File: src/rtl/decoder_pkg.sv
// Shared types and sizes for the round-robin sequencer that feeds the 2-to-4 decoder.
package decoder_pkg;
  typedef enum logic [1:0] {
    ST_IDLE    = 2'd0,
    ST_GRANT   = 2'd1,
    ST_RELEASE = 2'd2
  } state_t;

  localparam int N_OUT  = 4;
  localparam int ADDR_W = 2;
endpackage

File: src/rtl/rr_priority_pick.sv
// Rotating priority encoder: the first set request at or after (last+1) mod 4 wins.
module rr_priority_pick
  import decoder_pkg::*;
(
  input  logic [N_OUT-1:0]  req,
  input  logic [ADDR_W-1:0] last,
  output logic [ADDR_W-1:0] pick,
  output logic              any
);
  logic [ADDR_W-1:0] w_idx;

  always_comb begin
    pick  = '0;
    any   = 1'b0;
    w_idx = '0;
    // Offset N_OUT wraps to the previous owner, so it is considered last.
    for (int k = 1; k <= N_OUT; k++) begin
      w_idx = last + ADDR_W'(k);
      if (!any && req[w_idx]) begin
        pick = w_idx;
        any  = 1'b1;
      end
    end
  end
endmodule

File: src/rtl/rr_decoder_sequencer.sv
// Round-robin grant sequencer driving decoder enable/addr0/addr1 with a one-cycle gap.
// Optional hold timeout is enabled by defining RR_TIMEOUT_EN.
module rr_decoder_sequencer
  import decoder_pkg::*;
#(
  parameter int HOLD_MAX = 4,
  parameter int CNT_W    = 3
) (
  input  logic             clk,
  input  logic             reset,
  input  logic [N_OUT-1:0] req,
  input  logic             done,
  output logic             enable,
  output logic             addr0,
  output logic             addr1,
  output logic             timeout
);
  state_t            r_state;
  state_t            w_next;
  logic [ADDR_W-1:0] r_addr;
  logic [ADDR_W-1:0] r_last;
  logic [ADDR_W-1:0] w_pick;
  logic              w_any;
  logic              r_enable;
  logic              w_release;
  logic              w_tmo;

  if (HOLD_MAX < 1 || HOLD_MAX > 7 || (1 << CNT_W) <= HOLD_MAX) begin : g_bad_cfg
    $error("rr_decoder_sequencer: HOLD_MAX must be 1..7 and fit in CNT_W bits");
  end

  rr_priority_pick u_pick (
    .req  (req),
    .last (r_last),
    .pick (w_pick),
    .any  (w_any)
  );

`ifdef RR_TIMEOUT_EN
  logic [CNT_W-1:0] r_cnt;
  logic             r_timeout;

  assign w_tmo = (r_cnt == CNT_W'(HOLD_MAX));

  // Counter saturates at HOLD_MAX because reaching it forces the release.
  always_ff @(posedge clk or posedge reset) begin
    if (reset) begin
      r_cnt     <= '0;
      r_timeout <= 1'b0;
    end else begin
      r_timeout <= (r_state == ST_GRANT) && w_tmo;
      if (r_state == ST_IDLE && w_any)
        r_cnt <= CNT_W'(1);
      else if (r_state == ST_GRANT && !w_release)
        r_cnt <= r_cnt + CNT_W'(1);
    end
  end

  assign timeout = r_timeout;
`else
  assign w_tmo   = 1'b0;
  assign timeout = 1'b0;
`endif

  assign w_release = done | ~req[r_addr] | w_tmo;

  always_ff @(posedge clk or posedge reset) begin
    if (reset) r_state <= ST_IDLE;
    else       r_state <= w_next;
  end

  always_comb begin
    w_next = r_state;
    case (r_state)
      ST_IDLE:    if (w_any) w_next = ST_GRANT;
      ST_GRANT:   if (w_release) w_next = ST_RELEASE;
      ST_RELEASE: w_next = ST_IDLE;
      default:    w_next = ST_IDLE;
    endcase
  end

  // Address is only reloaded on a new pick so it stays frozen through GRANT and RELEASE.
  always_ff @(posedge clk or posedge reset) begin
    if (reset) begin
      r_enable <= 1'b0;
      r_addr   <= '0;
      r_last   <= ADDR_W'(N_OUT - 1);
    end else if (r_state == ST_IDLE && w_any) begin
      r_addr   <= w_pick;
      r_enable <= 1'b1;
    end else if (r_state == ST_GRANT && w_release) begin
      r_enable <= 1'b0;
      r_last   <= r_addr;
    end
  end

  assign enable         = r_enable;
  assign {addr0, addr1} = r_addr;
endmodule

File: config.mk
export PLATFORM = sky130hd
export DESIGN_NAME = rr_decoder_sequencer
export DESIGN_NICKNAME = d
export VERILOG_FILES = /design/src/rtl/decoder_pkg.sv /design/src/rtl/rr_priority_pick.sv /design/src/rtl/rr_decoder_sequencer.sv
export SDC_FILE = /design/constraint.sdc
export NUM_CORES = 1
export LEC_CHECK = 0
export BUFFER_PORTS_ARGS = -buffer_cell sky130_fd_sc_hd__buf_2
export CAP_MARGIN = 20
export CORE_MARGIN = 4
export CORE_UTILIZATION = 30
export DETAILED_ROUTE_END_ITERATION = 8
export GPL_TIMING_DRIVEN = 0
export PLACE_DENSITY = 0.48
export SETUP_SLACK_MARGIN = 0.1
export SLEW_MARGIN = 0
export SYNTH_ARGS = -nofsm -noshare
export SYNTH_HDL_FRONTEND = slang
export SYNTH_SLANG_ARGS = --single-unit
File: constraint.sdc
create_clock -name clk -period 1.67 [get_ports clk]
set_clock_uncertainty 0.05 [all_clocks]
set_input_delay 0.334 -clock clk [delete_from_list [all_inputs] [get_ports clk]]
set_output_delay 0.334 -clock clk [all_outputs]
set_load 0.03 [all_outputs]
-- After elaboration in Yosys (flattened, before gate mapping)
Index checks and enable logic that the tools add are counted.
- flip-flop bits (word level): 7
- input bits: 7
- output and inout bits: 4
- logic and storage cells: 53
- add/subtract/negate cells: 3
- order comparisons: 5
- eq/ne operators: 3
- muxes and demuxes: 23
- bitwise operators: 3
- reduce and logical (&&, ||, !) cells: 12
- operator list (cell ; number):
    2-bit by 3-bit < comparator with 1-bit output (second input constant) ; 5
    2-bit two-way mux ; 6
    1-bit two-way mux ; 11
    1-bit binary-select mux with 2-bit select ; 5
    1-bit logical AND ; 5
    2-bit adder (second input constant) ; 2
    2-bit != test (second input constant) ; 2
    2-bit one-hot mux with 2 select lines ; 1
    2-bit AND reduction ; 2
    1-bit zero test ; 3
    2-bit by 1-bit adder with 2-bit output (second input constant) ; 1
    2-bit by 1-bit == test with 1-bit output (second input constant) ; 1
    2-bit zero test ; 1
    1-bit inverter ; 2
    2-bit nonzero test ; 1
    1-bit OR ; 1

-- Depth between registers and ports, before layout
Gate-level depths: netlist of the first run.
- depth after elaboration: 16
- depth in mapped cells: 4

-- Cells and area by module
From an unflattened synthesis of the first run, not the netlist that was laid out.
- cells, all modules: 45
- area total of the unflattened synthesis: 440.4 um^2
- by module, submodules not included (module ; instances ; cells an instance ; area each (um^2) ; sequential area each (um^2)):
    rr_decoder_sequencer ; 1 ; 31 ; 349.1 ; 177.7
    rr_priority_pick ; 1 ; 14 ; 91.3 ; 0.0

-- Worst setup path before layout of the first run
No wires, ideal clock.
- path type: register to register
- start: register r_addr[0]
- end: register r_last[0]
- library setup time: 0.082 ns
- arrival time: 1.519 ns
- required time: 1.538 ns
- setup slack: 0.019 ns
- stages on the path, launching flop included: 5
- cell sequence: dfrtp_1 mux2i_1 nor3b_2 nor4_4 mux2_2
- cells in the longest elaborated chain, start to end: 6
- RTL lines (item ; line ; RTL):
    from (decl) ; rr_decoder_sequencer.sv:20 ; logic [ADDR_W-1:0] r_addr;
    from (signal assigned) ; rr_decoder_sequencer.sv:89 ; r_addr <= w_pick;
    1-bit binary-select mux with 2-bit select ; rr_decoder_sequencer.sv:65 ; assign w_release = done | ~req[r_addr] | w_tmo;
    1-bit two-way mux (not written as such) ; rr_decoder_sequencer.sv:65 ;
    1-bit inverter ; rr_decoder_sequencer.sv:65 ;
    1-bit OR ; rr_decoder_sequencer.sv:65 ;
    1-bit logical AND ; rr_decoder_sequencer.sv:91 ; end else if (r_state == ST_GRANT && w_release) begin
    2-bit AND reduction (no source line) ; - ;
    to (signal assigned) ; rr_decoder_sequencer.sv:87 ; r_last <= ADDR_W'(N_OUT - 1);
    to (signal assigned) ; rr_decoder_sequencer.sv:93 ; r_last <= r_addr;
    to (decl) ; rr_decoder_sequencer.sv:21 ; logic [ADDR_W-1:0] r_last;
Parallel ways exist; a longest one is shown, timed or not. The select of a mux whose other input is x is not followed.
A chain may end at the register's enable or synchronous reset.

-- Worst setup path after layout of the first run
Ends and elaborated chain as after synthesis.

==> impl_metrics.json, run 1 <==
{
  "fin_setup_tns_ns": 0,
  "seqPwrFrac_pct": 36.4,
  "viasPerCell": 4.91,
  "path_max_fanout": 3,
  "r2r_slack_ns": 0.15,
  "crit_type": "reg -> reg",
  "ant_nets": 0,
  "port_buffers": 9,
  "power.net_switching_uw": 419,
  "hpwl_um": 687,
  "cts_root_buffer": "clkbuf_4",
  "drive_gt1_share_pct": 39.1,
  "synth_top_area_share_pct": 28.7,
  "clock_latency_ns": 0.24,
  "hold_viol": 0,
  "numClockSinks": 7,
  "setup_violations": 0,
  "crit_required_ns": 1.79,
  "final_cell_mix": "buf_2, nor2_1, inv_1",
  "wire_per_inst_um": 11.4,
  "intPower_uw": 621,
  "outcome": "complete, no violations",
  "p_total_uw": 1040,
  "grt_pass1_wl_mm": 1.57,
  "grt_pass1_vias": 377,
  "rsz0062_at_grt": "yes",
  "overflow": 0,
  "vias": 388,
  "crit_path_start": "r_addr[0]",
  "fmax_mhz": 658,
  "pwr-share-clk_pct": 14.2,
  "core_area_um2": 1330,
  "cts_buffer_depth": 2,
  "num_rows": 13,
  "die_h_um": 46.2,
  "nFillCells": 139,
  "synth_cells": 47,
  "drv_slew": 0,
  "h-tree-depth": 1,
  "dp.cells": 71,
  "r2r_end": "r_last[0]",
  "initial_core_util_pct": 32.7,
  "ys_seq_area_share_pct": 40.7,
  "die_w_um": 46.2,
  "fin_cells": 79,
  "synth_top_cell_by_area": "dfrtp_1",
  "grt_start_max_net_pins": 9,
  "n_antenna_cell": 0,
  "leakage_uw": 0.000262,
  "io_pins": 11,
  "cts_tree": "done",
  "area_growth_pct": 28.4,
  "cp-endpoint": "r_last[0]",
  "period_share_pct": 91.0,
  "synth_seq_cells": 7,
  "worstReg2RegStart": "r_addr[0]",
  "wirelength_um": 900,
  "synth.area.top_cells": "dfrtp_1, dfstp_2, mux2i_1",
  "final_nets": 72,
  "cp.arrival_ns": 1.64,
  "drt_iter0_drc": 13,
  "fin_crit_ns": 1.52,
  "p_per_area_nw_per_um2": 1850,
  "p_sw_share_pct": 40.3,
  "post_synth.cell_area_avg_um2": 9.29,
  "drc": 0,
  "synth_cell_type_count": 24,
  "synth_area_um2": 437,
  "antenna_found_initial": 0,
  "r2r_cells": 5,
  "hold_depth": 4,
  "layout_commonest_cell": "buf_2",
  "dr.pass1.iters": 2,
  "gp_congestion": 0.696,
  "grt_usage_pct": 10.8,
  "synth_nets": 54,
  "ir_drop_mv": 0.959,
  "die_area_um2": 2130,
  "yosysWarnings": 0,
  "cp-end-kind": "flip-flop",
  "hold_class": "in -> reg",
  "drv_cap": 0,
  "cts_made_buffers": 3,
  "clkTransAtPathRegs_ns": 0.05,
  "combPwrFrac_pct": 49.4,
  "startpoint_type": "flip-flop",
  "cts_resized": 0
}
final cells by class:
| class | count | area [um2] | area share [%] |
|---|---|---|---|
| Buffer | 1 | 7.51 | 1.34 |
| Clock buffer | 4 | 26.3 | 4.69 |
| Inverter | 5 | 18.8 | 3.35 |
| Multi-Input combinational cell | 34 | 233 | 41.5 |
| Sequential cell | 7 | 179 | 31.9 |
| Tap cell | 15 | 18.8 | 3.35 |
| Timing Repair Buffer | 13 | 77.6 | 13.8 |
worst min path at each step:
stage / from / to
6_report: req[0] / r_addr[0]
5_1_grt: req[1] / r_addr[1]
4_1_cts: req[1] / r_addr[1]
3_5_place_dp: reset / enable
3_3_place_gp: reset / enable
2_1_floorplan: reset / enable
power by group through the flow:
stage	Combinational (uW)	Sequential (uW)	Clock, uW
3_5_place_dp	456	392	0
5_1_grt	568	401	164
6_report	514	378	148
2_1_floorplan	290	439	0
3_3_place_gp	458	393	0
4_1_cts	523	381	156
metal layers:
metal	up-vias	share of wire (%)	global-route usage [%]
li1	202	-	-
met1	175	49	13.7
met2	9	44	15.4
met3	2	6.3	3.52
met4	0	0.44	6.82
met5	-	0	0
state kept, by name (all words and copies together) (netlist names):
| name | flops |
|---|---|
| enable | 1 |
| r_addr | 2 |
| r_last | 2 |
| r_state | 2 |
stage by stage:
step / area (um2) / hold slack [ns] / setup slack, ns / utilization [%]
5_1_grt: 561 / 0.449 / 0.0607 / 42.0
4_1_cts: 561 / 0.432 / 0.104 / 42.0
3_3_place_gp: 502 / 0.221 / 0.0904 / 37.6
3_5_place_dp: 502 / 0.224 / 0.0833 / 37.6
2_1_floorplan: 438 / 0.0859 / 0.124 / -
6_report: 561 / 0.436 / 0.150 / 42.0
synthesized netlist by cell type:
| cell | count |
|---|---|
| a21o_1 | 1 |
| a21oi_1 | 2 |
| a22oi_1 | 1 |
| a31oi_1 | 2 |
| buf_4 | 1 |
| conb_1 | 1 |
| dfrtp_1 | 5 |
| dfstp_2 | 2 |
| inv_1 | 5 |
| mux2_2 | 2 |
| mux2i_1 | 3 |
| nand2_1 | 3 |
| nand2b_1 | 1 |
| nand3_1 | 1 |
| nor2_1 | 6 |
| nor3_1 | 1 |
| nor3_2 | 1 |
| nor3b_2 | 1 |
| nor4_1 | 1 |
| nor4_4 | 1 |
| o21ai_0 | 1 |
| o221ai_1 | 1 |
| o22ai_1 | 3 |
| or2_2 | 1 |
kinds of logic after synthesis:
kind of cell	synth area share, %
DFF	40.7
other	0.859
buffers and inverters	6.02
and+or+nand+nor	24.4
AOI/OAI and AO/OA	16.0
muxes	12.0
timing repair:
item	in CTS	in global routing
setup buffers	3	0
setup endpoints to repair	2	2
cloned	0	0
pin swaps	1	1
hold endpoints to repair	5	0
hold buffers	1	0
critical path, stage by stage (launching register included):
cell	delay (ns)
dfrtp_2	0.42
buf_4	0.14
mux2i_1	0.17
nor3_2	0.08
nor4_4	0.21
mux2_2	0.37
Note: power is estimated with default switching activity, not from simulation.
==> inputs of run 2 (changes only) <==
--- a/config.mk
+++ b/config.mk
@@ -9,6 +9,7 @@
 export CAP_MARGIN = 20
 export CORE_MARGIN = 4
 export CORE_UTILIZATION = 30
+export CTS_BUF_LIST = sky130_fd_sc_hd__clkbuf_16
 export DETAILED_ROUTE_END_ITERATION = 8
 export GPL_TIMING_DRIVEN = 0
 export PLACE_DENSITY = 0.48
==> impl_metrics.json, run 2 (synthesis gave the netlist of run 1 again) <==
{
  "viasPerCell": 4.85,
  "vias": 383,
  "grt_pass1_vias": 368,
  "drv_cap": 0,
  "period_share_pct": 90.8,
  "crit_type": "reg -> reg",
  "hpwl_um": 687,
  "io_pins": 11,
  "cts_tree": "done",
  "multiInputGateArea_um2": 233,
  "cts_root_buffer": "clkbuf_16",
  "port_buffers": 9,
  "final_nets": 72,
  "setup_violations": 0,
  "wire_per_inst_um": 11.5,
  "drt_iter0_drc": 14,
  "ir_drop_mv": 0.828,
  "p_per_area_nw_per_um2": 2100,
  "die_area_um2": 2130,
  "rsz0062_at_grt": "yes",
  "initial_core_util_pct": 32.7,
  "final_cell_mix": "buf_2, inv_1, nor2_1",
  "area_growth_pct": 40.4,
  "drc": 0,
  "final-seq-area_um2": 179,
  "grt_start_max_net_pins": 9,
  "gp_congestion": 0.696,
  "fin_setup_tns_ns": 0,
  "fin_crit_ns": 1.52,
  "die_w_um": 46.2,
  "numClockSinks": 7,
  "overflow": 0,
  "ant_nets": 0,
  "hold_class": "reg -> reg",
  "path_max_fanout": 3,
  "grt_usage_pct": 10.8,
  "p_total_uw": 1290,
  "dr.pass1.iters": 2,
  "cp.arrival_ns": 1.62,
  "outcome": "complete, no violations",
  "antenna_found_initial": 0,
  "fmax_mhz": 660,
  "clock_latency_ns": 0.23,
  "reg.largest.list": "r_addr (2), r_last (2), r_state (2)",
  "cp-end-kind": "flip-flop",
  "hold_viol": 0,
  "h-tree-depth": 1,
  "n_antenna_cell": 0,
  "clkTransAtPathRegs_ns": 0.04,
  "num_rows": 13,
  "leakage_uw": 0.000289,
  "cts_buffer_depth": 2,
  "die_h_um": 46.2,
  "drv_slew": 0,
  "layout_commonest_cell": "buf_2",
  "startpoint_type": "flip-flop",
  "core_area_um2": 1330,
  "drive_gt1_share_pct": 39.1,
  "cts_made_buffers": 3,
  "nFillCells": 133,
  "wirelength_um": 910,
  "crit_required_ns": 1.77,
  "grt_pass1_wl_mm": 1.57
}
[run 2: changes by cell type in the layout (fill, tap and decap cells not counted), sizes merged]
cell and change:
clkbuf -1, inv +1
[run 2: metrics by stage]
| step | utilization [%] | cells | setup WS (ns) | cell area [um2] | hold slack, ns |
|---|---|---|---|---|---|
| 3_5_place_dp | 37.6 | 71 | 0.0833 | 502 | 0.224 |
| 4_1_cts | 46.0 | 79 | 0.111 | 613 | 0.454 |
| 3_3_place_gp | 37.6 | 71 | 0.0904 | 502 | 0.221 |
| 5_1_grt | 46.0 | 79 | 0.0651 | 613 | 0.476 |
| 6_report | 46.0 | 79 | 0.154 | 613 | 0.444 |
| 2_1_floorplan | - | 47 | 0.124 | 438 | 0.0859 |
[run 2: layout make-up]
class	instances	area share [%]
plain buffers	1	1.22
clock buffers	3	12.2
clock inverters	1	0.612
inverters	5	3.06
multi-input cells	34	38.0
flip-flops and latches	7	29.2
well taps	15	3.06
repair buffers	13	12.7
[run 2: path summary, 6_finish.rpt]
check | slack, ns | cells after the start | to | startpoint
worst max-delay path | 0.15 | 5 | r_last[0] | r_addr[0]
worst min-delay path | 0.44 | 2 | enable | enable
worst max register to register | 0.15 | 5 | r_last[0] | r_addr[0]
worst min register to register | 0.44 | 2 | enable | enable
max in group asynchronous | 0.79 | 3 | r_last[1] | reset
min in group asynchronous | 0.52 | 3 | r_addr[0] | reset
[run 2: power breakdown]
| part | internal, uW | leakage (uW) | switching (uW) |
|---|---|---|---|
| Combinational | 250 | 0.000168 | 264 |
| Sequential | 280 | 0.0000788 | 98.3 |
| Clock | 311 | 0.0000423 | 84.0 |
| Total | 842 | 0.000289 | 446 |
[run 2: repair_timing]
item,CTS,global route
gates resized for setup,0,0
hold buffers,1,0
setup buffers,3,0
pin swaps,1,1
endpoints found under the setup margin,2,2
hold endpoints to repair,5,0
[run 2: critical path, stage by stage (launching register included)]
cell,delay [ns]
dfrtp_2,0.42
buf_4,0.14
mux2i_1,0.17
nor3_2,0.08
nor4_4,0.21
mux2_2,0.37
[run 2: layer usage]
layer	share of wire [%]	track usage, %	vias to the layer above
met1	50	14.7	172
met5	0	0	-
met4	0	8.52	0
met3	5.4	2.34	0
met2	45	14.3	9
li1	-	-	202
==> inputs of run 3 (changes only) <==
--- a/config.mk
+++ b/config.mk
@@ -7,12 +7,14 @@
 export LEC_CHECK = 0
 export BUFFER_PORTS_ARGS = -buffer_cell sky130_fd_sc_hd__buf_2
 export CAP_MARGIN = 20
+export CELL_PAD_IN_SITES_DETAIL_PLACEMENT = 2
+export CELL_PAD_IN_SITES_GLOBAL_PLACEMENT = 2
 export CORE_MARGIN = 4
-export CORE_UTILIZATION = 30
+export CORE_UTILIZATION = 28
 export CTS_BUF_LIST = sky130_fd_sc_hd__clkbuf_16
 export DETAILED_ROUTE_END_ITERATION = 8
 export GPL_TIMING_DRIVEN = 0
-export PLACE_DENSITY = 0.48
+export PLACE_DENSITY = 0.69
 export SETUP_SLACK_MARGIN = 0.1
 export SLEW_MARGIN = 0
 export SYNTH_ARGS = -nofsm -noshare
==> impl_metrics.json, run 3 (synthesis gave the netlist of run 1 again) <==
{
  "worstReg2RegStart": "r_addr[0]",
  "drt_iter0_drc": 5,
  "ant_nets": 0,
  "setup_violations": 0,
  "drc": 0,
  "gp_congestion": 0.743,
  "layout_commonest_cell": "buf_2",
  "die_w_um": 47.5,
  "n_antenna_cell": 0,
  "die_area_um2": 2260,
  "antenna_found_initial": 0,
  "seqPwrFrac_pct": 28.5,
  "p_per_area_nw_per_um2": 2220,
  "hold_class": "in -> reg",
  "cts_made_buffers": 3,
  "holdWs_ns": 0.467,
  "die_h_um": 47.5,
  "io_pins": 11,
  "viasPerCell": 5.38,
  "num_rows": 13,
  "power.net_switching_uw": 513,
  "grt_start_max_net_pins": 9,
  "port_buffers": 9,
  "wirelength_mm": 1.38,
  "drive_gt1_share_pct": 40.0,
  "h-tree-depth": 1,
  "drv_cap": 0,
  "min_to": "r_addr[1]",
  "final_nets": 73,
  "initial_core_util_pct": 31.6,
  "path_max_fanout": 4,
  "dr.pass1.iters": 3,
  "clkTransAtPathRegs_ns": 0.03,
  "numClockSinks": 7,
  "period_share_pct": 92.0,
  "cts_tree": "done",
  "overflow": 0,
  "grt_pass1_vias": 480,
  "final_core_util_pct": 45.7,
  "dp.cells": 71,
  "r2r_end": "r_last[1]",
  "area_growth_pct": 44.7,
  "cts_buffer_depth": 2,
  "outcome": "complete, no violations",
  "r2r_cells": 6,
  "cp.arrival_ns": 1.64,
  "vias": 430,
  "grt_pass1_wl_mm": 2.19,
  "crit_type": "reg -> reg",
  "core_area_um2": 1380,
  "pwr-share-clk_pct": 28.1,
  "fin_cells": 80,
  "fin_crit_ns": 1.54,
  "r2r_slack_ns": 0.13,
  "crit_required_ns": 1.77,
  "cp-end-kind": "flip-flop",
  "intPower_uw": 887,
  "rsz0062_at_grt": "yes",
  "drv_slew": 0,
  "ir_drop_mv": 1.29,
  "combPwrFrac_pct": 43.4,
  "final-seq-area_um2": 179,
  "reg.largest.list": "r_addr (2), r_last (2), r_state (2)",
  "startpoint_type": "flip-flop",
  "fmax_mhz": 651,
  "p_sw_share_pct": 36.6,
  "hold_depth": 4,
  "hpwl_um": 985,
  "multiInputGateArea_um2": 240,
  "cts_root_buffer": "clkbuf_16",
  "hold_viol": 0,
  "grt_usage_pct": 15.6,
  "clock_latency_ns": 0.23,
  "fin_setup_tns_ns": 0,
  "wire_per_inst_um": 17.2,
  "nFillCells": 152,
  "final_cell_mix": "buf_2, inv_1, nor2_1",
  "leakage_uw": 0.000304,
  "hp-start": "req[1]"
}
-- run 3: changes by cell type in the layout (fill, tap and decap cells not counted) --
cell    before  now
mux2_2       2    0
mux2_4       0    2
buf_6        0    1
-- run 3: how the worst max path moves through the flow --
stage | from | endpoint | slack [ns] | cells past startpoint
after floorplan | r_addr[0] | r_last[0] | 0.12 | 4
after global placement | req[3] | r_last[0] | 0.14 | 5
after global routing | r_addr[0] | r_last[1] | 0.07 | 6
after detailed placement | req[3] | r_last[1] | 0.06 | 5
final | r_addr[0] | r_last[1] | 0.13 | 6
after CTS | r_addr[0] | r_last[1] | 0.08 | 4
-- run 3: final cells by class --
type	count	area share (%)
multi-input combinational	34	38.0
sequential	7	28.3
timing repair buffer	14	14.1
clock buffer	3	11.9
inverter	5	2.97
tap	15	2.97
buffer	1	1.19
clock inverter	1	0.594
-- run 3: through the flow --
step / setup WS, ns / power [uW] / instance area (um2)
3_5_place_dp: 0.0567 / 887 / 502
6_report: 0.134 / 1400 / 632
2_1_floorplan: 0.124 / 729 / 438
5_1_grt: 0.0700 / 1500 / 632
4_1_cts: 0.0763 / 1380 / 621
3_3_place_gp: 0.139 / 843 / 502
-- run 3: what timing repair did --
item,4_1_cts,5_1_grt
resized for setup,2,1
buffers inserted,3,1
hold buffers,1,0
gates cloned,0,0
pin swaps,1,1
setup endpoints to repair,2,3
endpoints found under the hold margin,5,0
-- run 3: power by group through the flow --
| stage | sequential, uW | clock, uW | combinational [uW] |
|---|---|---|---|
| 5_1_grt | 413 | 425 | 666 |
| 3_3_place_gp | 387 | 0 | 455 |
| 6_report | 398 | 393 | 608 |
| 3_5_place_dp | 398 | 0 | 489 |
| 2_1_floorplan | 439 | 0 | 290 |
| 4_1_cts | 391 | 409 | 579 |
-- run 3: worst max-delay path: stages (launching register included) --
cell,delay (ns)
dfrtp_2,0.43
buf_6,0.13
mux2i_1,0.11
nor3_2,0.23
nor4_4,0.05
buf_4,0.16
mux2_4,0.30
-- run 3: per-layer routing --
metal | share of wire (%) | global-route usage (%) | vias to the layer above
li1 | - | - | 203
met1 | 41 | 17.6 | 206
met2 | 47 | 23.3 | 15
met3 | 5.4 | 5.64 | 6
met4 | 5.8 | 13.3 | 0
met5 | 0 | 0 | -
